==> src/rtl/blink_meter_if.sv <==
// Bundles the blink meter's measured input, clear and measurement results.
// The slave modport is the meter's side; the master modport drives sig_in/clr and observes results.
interface blink_meter_if #(
    parameter int CNT_W = 32
) ();
    logic             sig_in;
    logic             clr;
    logic [CNT_W-1:0] high_time;
    logic [CNT_W-1:0] low_time;
    logic [CNT_W:0]   period;
    logic             meas_valid;
    logic             ovf;
    logic             match;

    modport master (
        output sig_in, clr,
        input  high_time, low_time, period, meas_valid, ovf, match
    );

    modport slave (
        input  sig_in, clr,
        output high_time, low_time, period, meas_valid, ovf, match
    );
endinterface

==> src/rtl/blink_meter.sv <==
// Measures high/low phase lengths and period of a slow square wave, reporting once per full pair.
// Latency: input edge to meas_valid is SYNC_STAGES+1 cycles; no backpressure. Optional BLINK_METER_CHECK_EN adds match.
module blink_meter #(
    parameter int          CNT_W       = 32,
    parameter int          SYNC_STAGES = 2,
    parameter int unsigned EXP_HIGH    = 25000000,
    parameter int unsigned EXP_LOW     = 25000000,
    parameter int unsigned TOL         = 1024
) (
    input logic          clk,
    input logic          rst_n,
    blink_meter_if.slave bus
);
    typedef enum logic [1:0] {S_WAIT, S_HIGH, S_LOW} state_t;

    localparam logic [CNT_W-1:0] ONE = 1;

    state_t                 state_q, state_d;
    logic [SYNC_STAGES-1:0] sync_q;
    logic [SYNC_STAGES:0]   prime_q;
    logic                   prev_q;
    logic [CNT_W-1:0]       cnt_q, cnt_d;
    logic [CNT_W-1:0]       high_tmp_q, high_tmp_d;
    logic [CNT_W-1:0]       high_time_q, high_time_d;
    logic [CNT_W-1:0]       low_time_q, low_time_d;
    logic [CNT_W:0]         period_q, period_d;
    logic                   meas_valid_q, meas_valid_d;
    logic                   ovf_q, ovf_d;
    logic                   match_q, match_d;

    logic sig_s, edge_ok, rise, fall, cnt_max, sat;

`ifdef BLINK_METER_CHECK_EN
    localparam logic [CNT_W-1:0] EXP_H = CNT_W'(EXP_HIGH);
    localparam logic [CNT_W-1:0] EXP_L = CNT_W'(EXP_LOW);
    localparam logic [CNT_W-1:0] TOL_C = CNT_W'(TOL);

    function automatic logic within(input logic [CNT_W-1:0] v, input logic [CNT_W-1:0] e);
        logic [CNT_W-1:0] d;
        d = (v > e) ? (v - e) : (e - v);
        return d <= TOL_C;
    endfunction
`endif

    // Edges only count once prev_q holds a real sample, so a level present at reset release is a partial phase.
    assign sig_s   = sync_q[SYNC_STAGES-1];
    assign edge_ok = prime_q[SYNC_STAGES];
    assign rise    = edge_ok & sig_s & ~prev_q;
    assign fall    = edge_ok & ~sig_s & prev_q;
    assign cnt_max = &cnt_q;
    assign sat     = cnt_max & ~rise & ~fall;

    always_ff @(posedge clk or negedge rst_n) begin
        if (!rst_n) begin
            sync_q       <= '0;
            prime_q      <= '0;
            prev_q       <= 1'b0;
            state_q      <= S_WAIT;
            cnt_q        <= '0;
            high_tmp_q   <= '0;
            high_time_q  <= '0;
            low_time_q   <= '0;
            period_q     <= '0;
            meas_valid_q <= 1'b0;
            ovf_q        <= 1'b0;
            match_q      <= 1'b0;
        end else begin
            sync_q       <= {sync_q[SYNC_STAGES-2:0], bus.sig_in};
            prime_q      <= {prime_q[SYNC_STAGES-1:0], 1'b1};
            prev_q       <= sig_s;
            state_q      <= state_d;
            cnt_q        <= cnt_d;
            high_tmp_q   <= high_tmp_d;
            high_time_q  <= high_time_d;
            low_time_q   <= low_time_d;
            period_q     <= period_d;
            meas_valid_q <= meas_valid_d;
            ovf_q        <= ovf_d;
            match_q      <= match_d;
        end
    end

    always_comb begin
        state_d      = state_q;
        cnt_d        = cnt_max ? cnt_q : cnt_q + ONE;
        high_tmp_d   = high_tmp_q;
        high_time_d  = high_time_q;
        low_time_d   = low_time_q;
        period_d     = period_q;
        meas_valid_d = 1'b0;
        // Saturating while idle in WAIT is not a measurement overflow.
        ovf_d        = ovf_q | (sat & (state_q != S_WAIT));
`ifdef BLINK_METER_CHECK_EN
        match_d      = match_q;
`else
        match_d      = 1'b0;
`endif

        unique case (state_q)
            S_WAIT: begin
                if (rise) begin
                    state_d = S_HIGH;
                    cnt_d   = ONE;
                end
            end
            S_HIGH: begin
                if (fall) begin
                    high_tmp_d = cnt_q;
                    state_d    = S_LOW;
                    cnt_d      = ONE;
                end
            end
            S_LOW: begin
                if (rise) begin
                    high_time_d  = high_tmp_q;
                    low_time_d   = cnt_q;
                    period_d     = {1'b0, high_tmp_q} + {1'b0, cnt_q};
                    meas_valid_d = 1'b1;
                    state_d      = S_HIGH;
                    cnt_d        = ONE;
`ifdef BLINK_METER_CHECK_EN
                    match_d      = within(high_tmp_q, EXP_H) & within(cnt_q, EXP_L) & ~ovf_q;
`endif
                end
            end
            default: state_d = S_WAIT;
        endcase

        if (bus.clr) begin
            state_d      = S_WAIT;
            cnt_d        = '0;
            high_time_d  = '0;
            low_time_d   = '0;
            period_d     = '0;
            meas_valid_d = 1'b0;
            ovf_d        = 1'b0;
            match_d      = 1'b0;
        end
    end

    assign bus.high_time  = high_time_q;
    assign bus.low_time   = low_time_q;
    assign bus.period     = period_q;
    assign bus.meas_valid = meas_valid_q;
    assign bus.ovf        = ovf_q;
    assign bus.match      = match_q;
endmodule

==> src/flat_wrapper.sv <==
// flat-port wrapper written by rule: the top's interface ports become plain ports
module blink_meter_flat 
#(
    parameter int          CNT_W       = 32,
    parameter int          SYNC_STAGES = 2,
    parameter int unsigned EXP_HIGH    = 25000000,
    parameter int unsigned EXP_LOW     = 25000000,
    parameter int unsigned TOL         = 1024
)
  (clk, rst_n, bus_sig_in, bus_clr, bus_high_time, bus_low_time, bus_period, bus_meas_valid, bus_ovf, bus_match);
  blink_meter_if #(.CNT_W(CNT_W)) bus_i ();
  input logic clk;
  input logic rst_n;
  input wire logic [$bits(bus_i.sig_in)-1:0] bus_sig_in;
  input wire logic [$bits(bus_i.clr)-1:0] bus_clr;
  output wire logic [$bits(bus_i.high_time)-1:0] bus_high_time;
  output wire logic [$bits(bus_i.low_time)-1:0] bus_low_time;
  output wire logic [$bits(bus_i.period)-1:0] bus_period;
  output wire logic [$bits(bus_i.meas_valid)-1:0] bus_meas_valid;
  output wire logic [$bits(bus_i.ovf)-1:0] bus_ovf;
  output wire logic [$bits(bus_i.match)-1:0] bus_match;
  assign bus_i.sig_in = bus_sig_in;
  assign bus_i.clr = bus_clr;
  assign bus_high_time = bus_i.high_time;
  assign bus_low_time = bus_i.low_time;
  assign bus_period = bus_i.period;
  assign bus_meas_valid = bus_i.meas_valid;
  assign bus_ovf = bus_i.ovf;
  assign bus_match = bus_i.match;
  blink_meter #(.CNT_W(CNT_W), .SYNC_STAGES(SYNC_STAGES), .EXP_HIGH(EXP_HIGH), .EXP_LOW(EXP_LOW), .TOL(TOL)) u_core (.clk(clk), .rst_n(rst_n), .bus(bus_i));
endmodule
==> config.mk <==
export PLATFORM = sky130hd
export DESIGN_NAME = blink_meter_flat
export DESIGN_NICKNAME = d
export VERILOG_FILES = /design/src/rtl/blink_meter_if.sv /design/src/rtl/blink_meter.sv /design/src/flat_wrapper.sv
export SDC_FILE = /design/constraint.sdc
export NUM_CORES = 1
export LEC_CHECK = 0
export ABC_AREA = 0
export CAP_MARGIN = 30
export CORE_MARGIN = 3
export CORE_UTILIZATION = 45
export DETAILED_ROUTE_END_ITERATION = 12
export DONT_BUFFER_PORTS = 1
export SYNTH_ARGS = -nofsm -noshare
export SYNTH_HDL_FRONTEND = slang
export SYNTH_SLANG_ARGS = --single-unit
==> constraint.sdc <==
create_clock -name clk -period 2.5 [get_ports clk]
set_clock_uncertainty 0.15 [all_clocks]
set_input_delay 0.375 -clock clk [delete_from_list [all_inputs] [get_ports clk]]
set_output_delay 0.375 -clock clk [all_outputs]
set_load 0.02 [all_outputs]
-- After elaboration in Yosys (flattened, before gate mapping)
Index checks and enable logic that the tools add are counted.
- flip-flop bits (word level): 171
- input bits: 4
- output and inout bits: 100
- $add $sub $neg: 2
- eq/ne operators: 4
- muxes and demuxes: 22
- bitwise operators: 12
- reductions and logical operators: 9
- operators by type and width (cell ; count):
    $mux W32 ; 10
    $mux W33 ; 3
    $pmux W32 S2 ; 1
    $add A32 B32 Y33 ; 1
    $add A32 B1 Y32 const B ; 1
    $reduce_and A32 Y1 ; 1
    $and A1 B1 Y1 ; 7
    $mux W2 ; 3
    $reduce_and A2 Y1 ; 3
    $reduce_bool A2 Y1 ; 3
    $mux W1 ; 4
    $not A1 Y1 ; 4
    $pmux W2 S2 ; 1
    $ne A3 B1 Y1 const B ; 1
    $ne A3 B2 Y1 const B ; 1
    $eq A2 B1 Y1 const B ; 1
    $eq A2 B2 Y1 const B ; 1
    $logic_not A2 Y1 ; 1
    $reduce_or A2 Y1 ; 1
    $or A1 B1 Y1 ; 1

-- Longest topological paths before layout
- depth in word-level cells: 8
- depth in mapped cells: 10

-- Least setup slack after synthesis
No wires, ideal clock.
- path kind: register -> register
- from: reg u_core.cnt_q[0]
- to: reg u_core.period_q[32], in the netlist u_core.bus.period[32]
- setup time: 0.095 ns
- arrival: 2.425 ns
- required time: 2.255 ns
- path slack: -0.170 ns
- cell stages (with the launch flop): 11
- path buffers: 0
- clock period less this slack: 2.670 ns
- path through: dfrtp_1 ha_1 inv_1 fa_1 nand2b_1 a21oi_1 o31ai_1 a41o_1 o211a_1 o41a_1 o31ai_1
- longest elaborated chain between the ends: 4
- RTL lines (element ; line ; text):
    start, declared ; blink_meter.sv:22 ; logic [CNT_W-1:0] cnt_q, cnt_d;
    start signal, assigned ; blink_meter.sv:72 ; cnt_q <= cnt_d;
    $add A32 B32 Y33 ; blink_meter.sv:117 ; period_d = {1'b0, high_tmp_q} + {1'b0, cnt_q};
    $mux W33 ; blink_meter.sv:114 ; if (rise) begin
    $mux W33 ; blink_meter.sv:99 ; unique case (state_q)
    $mux W33 ; blink_meter.sv:129 ; if (bus.clr) begin
    end signal, assigned ; blink_meter.sv:76 ; period_q <= period_d;
    end, declared ; blink_meter.sv:26 ; logic [CNT_W:0] period_q, period_d;
Every way passes these cells. The select of a mux whose other input is x is not followed.
A chain may end at the register's enable or synchronous reset.

-- Worst setup path in the final report
- from: reg u_core.high_tmp_q[0]
- to: reg u_core.period_q[32], in the netlist u_core.bus.period[32]
- longest elaborated chain between the ends: 4
- RTL lines (element ; line ; text):
    start, declared ; blink_meter.sv:23 ; logic [CNT_W-1:0] high_tmp_q, high_tmp_d;
    start signal, assigned ; blink_meter.sv:73 ; high_tmp_q <= high_tmp_d;
    $add A32 B32 Y33 ; blink_meter.sv:117 ;
    $mux W33 ; blink_meter.sv:114 ;
    $mux W33 ; blink_meter.sv:99 ;
    $mux W33 ; blink_meter.sv:129 ;
Every way passes these cells. The select of a mux whose other input is x is not followed.

==> metrics.cfg <==
[grt]
grt_pass1_wl_mm = 38.42
grt_max_degree = 172
track_usage = 0.2216
antenna_found_initial = 0
overflow = 0
grt_pass1_vias = 7122

[synth]
synth_flop_cell = dfrtp_1
ys_warn_count = 0
synth-compound-area-share = 0.1439
synthTopCellsByArea = dfrtp_1 49%, nand2_1 8.5%, a21oi_1 6.9%, ha_1 4.7%, mux2_2 4.0%
synthAdderAreaFrac = 0.04925
synth-edff-count = 0
synth.top_cell.area_share = 0.4868
synth_seq_cells = 171
ys_async_sr_fraction = 1.000
ys_types = 61
yosysTopAreaCell = dfrtp_1
synthSimpleGateAreaFrac = 0.1996
syn_avg_cell_area_um2 = 9.165
synth_top_family_by_area = simple AND/OR/NAND/NOR gates
synth.area.mux_share = 0.04199
syn_area_um2 = 8790
synth_nets = 997
netlist_instances = 959
ys_seq_area_frac = 0.4868
synth_xor_area_frac = 0.04783

[clock_tree]
clkSinkCount = 171
cts_buffers = 17
cts_tree = done
clkTransAtPathRegs_ps = 70
cts_hold_buf = 2
clk_latency_ps = 430
cts_root_buf = clkbuf_16
cts-htree-levels = 4
cts_buffer_depth = 2

[placement]
place_hpwl_mm = 16.04
place.gp.congestion = 0.9550
numPortBuffers = 0

[floorplanning]
core_um2 = 18960
die_width_um = 145.8
rows = 50
die_area_um2 = 21250
io_pins = 104
start_util = 0.4637
die_height_um = 145.8

[timing]
hold-worst-slack_ps = -510.0
worst_pin_slew_ps = 558.6
rsz0062_at_grt = true
finalWorstSetupSlack_ps = -61.50
min_period_ps = 2561
finalSetupViolCount = 7
fmax_ghz = 0.3904
final.period_utilization = 1.025
slew_headroom = 0.6260
hold_violations = 171
drv_slew = 0
setup_tns_ps = -220.0

[route]
drt_wl_total_mm = 23.51
drt-initial-drc-count = 463
viasPerCell = 5.537
wl_per_cell_um = 17.91
drc_errors = 0
drt_first_pass_iters = 5
ant_nets = 0
vias = 7270

[run_status]
status = finished, violations left
violations = negative hold slack, negative setup slack

[hold_path]
hold_class = primary input to asynchronous set/reset pin

[power_and_ir_drop]
total_power_mw = 5.615
power_density_nw_per_um2 = 525.6
leakagePower_nw = 4.755
ir_worst_vdd_v = 0.0004158

[setup_path]
crit_slowest_cell = fa_2
path_max_fanout = 4
r2r_setup_slack_ps = -60
criticalPathCategory = flip-flop to flip-flop
cp.required_ps = 2680
rr_endpoint = u_core.bus.period[32]
r2r-start = u_core.high_tmp_q[0]
endpoint_kind = flip-flop
crit_chain = ha_2 -> inv_2 -> fa_2 -> nand2b_4 -> a21oi_4 -> o31ai_2 -> a41o_2 -> o211a_4 -> o41a_1 -> o31ai_1
start_kind = flip-flop
rr_worst_depth = 10
critical-path-max-stage-delay_ps = 380
crit_arrival_ps = 2740

[cells_and_area]
antenna_cells = 0
final_nets = 1078
n_fill_cell = 1718
drive_gt1_frac = 0.2146
syn_to_final_growth_pct = 21.55

[flow_run]
maxCapViolCount = 0

[cells in the final DEF (no fill, tap or decap), types with 4 or more instances in the layout]
cell	instances
inv_1	12
nand4_1	16
clkbuf_8	7
a21oi_1	111
xnor2_1	19
o21ai_1	6
o211ai_1	7
buf_6	5
clkbuf_16	17
buf_4	106
nor2b_1	4
o21bai_1	5
mux2_2	31
ha_1	26
ha_4	4
a31oi_1	4
dfrtp_1	171
or3_1	7
o21ai_0	32
xor2_1	28
a21oi_2	9
o21a_1	4
and4_1	6
nor3b_1	5
nand2_1	197
nand2b_1	10
a21o_1	9
and3_1	10
and2_1	5
nand3_1	24
nor3_1	13
nor2_1	64
[worst max-delay path by stage]
stage                            end  depth (start not counted)  slack, ps                 start
3_3_place_gp   u_core.bus.period[27]                          9       -100  u_core.high_tmp_q[1]
3_5_place_dp   u_core.bus.period[27]                          9       -110  u_core.high_tmp_q[4]
5_1_grt        u_core.bus.period[32]                         10       -150  u_core.high_tmp_q[0]
2_1_floorplan  u_core.bus.period[27]                          9         40      u_core.cnt_q[17]
4_1_cts        u_core.bus.period[32]                         10        -40  u_core.high_tmp_q[0]
6_report       u_core.bus.period[32]                         10        -60  u_core.high_tmp_q[0]
[critical path, delay by kind of cell, from the launching register on]
family          cells  cell delay, ps
flops               1             360
buf+inv             1              40
simple gates        1             170
compound gates      6            1180
fa+ha+maj           2             580
[Yosys cell counts, types with 5 or more instances]
cell,instances
nand2_1,200
dfrtp_1,171
a21oi_1,121
nor2_1,66
clkbuf_1,47
o21ai_0,38
ha_1,33
mux2_2,31
xor2_1,29
nand3_1,25
xnor2_1,19
nand4_1,16
nor3_1,15
inv_1,13
and3_1,11
nand2b_1,11
a21o_1,9
or3_1,9
o211ai_1,7
and4_1,6
a211oi_1,5
a31oi_1,5
and2_1,5
nor3b_1,5
o21bai_1,5
[sequential cells by signal, summed over array words and instances, names as in the netlist]
name	count
u_core.cnt_q	32
u_core.bus.high_time	32
u_core.high_tmp_q	32
u_core.bus.ovf	1
u_core.state_q	2
u_core.bus.low_time	32
u_core.bus.period	33
u_core.sync_q	2
u_core.prime_q	3
u_core.bus.meas_valid	1
u_core.prev_q	1
[routing by layer]
metal  wire (µm)  track usage
met1       11100       0.3128
met2       10630       0.3375
met3        1403      0.06166
met4         378      0.06030
met5           0            0
[layout make-up]
cell class,instances,area [µm²],area share
inverter,14,52.55,0.004919
multi-input combinational,722,4513,0.4224
clock inverter,7,78.83,0.007378
sequential,171,4279,0.4005
clock buffer,25,525.5,0.04919
tap,260,325.3,0.03045
timing repair buffer,114,909.6,0.08514
[through the flow]
stage | hold WS, ps | worst slack [ps] | cells | util | area (µm²)
6_report | -510.0 | -61.50 | 1313 | 0.5636 | 10680
5_1_grt | -531.5 | -152.6 | 1313 | 0.5636 | 10680
4_1_cts | -526.8 | -42.48 | 1300 | 0.5486 | 10400
3_5_place_dp | -63.47 | -107.5 | 1265 | 0.5114 | 9693
3_3_place_gp | -62.82 | -96.61 | 1265 | 0.5114 | 9693
2_1_floorplan | -70.59 | 36.14 | 959 | - | 8818
[power by group]
group / internal, mW / switching (mW) / total (mW)
logic: 0.0579 / 0.0877 / 0.146
clock network: 1.57 / 1.10 / 2.67
registers: 2.78 / 0.0163 / 2.80
total: 4.41 / 1.21 / 5.62
[repair_timing]
| action | CTS | global route |
|---|---|---|
| pin swaps | 11 | 23 |
| resized for setup | 10 | 43 |
| setup buffers | 1 | 13 |
| setup endpoints to repair | 14 | 26 |
| hold endpoints to repair | 255 | 171 |
[cell families (layout without fill, tap and decap cells)]
family,after synthesis,in the layout
AOI/OAI and AO/OA,218,218
buffers and inverters,66,160
muxes,33,33
DFF,171,171
other,2,2
adders and majority gates,34,34
xor gates and xnor gates,48,48
and+or+nand+nor,387,387
Note: power is estimated with default switching activity, not from simulation.
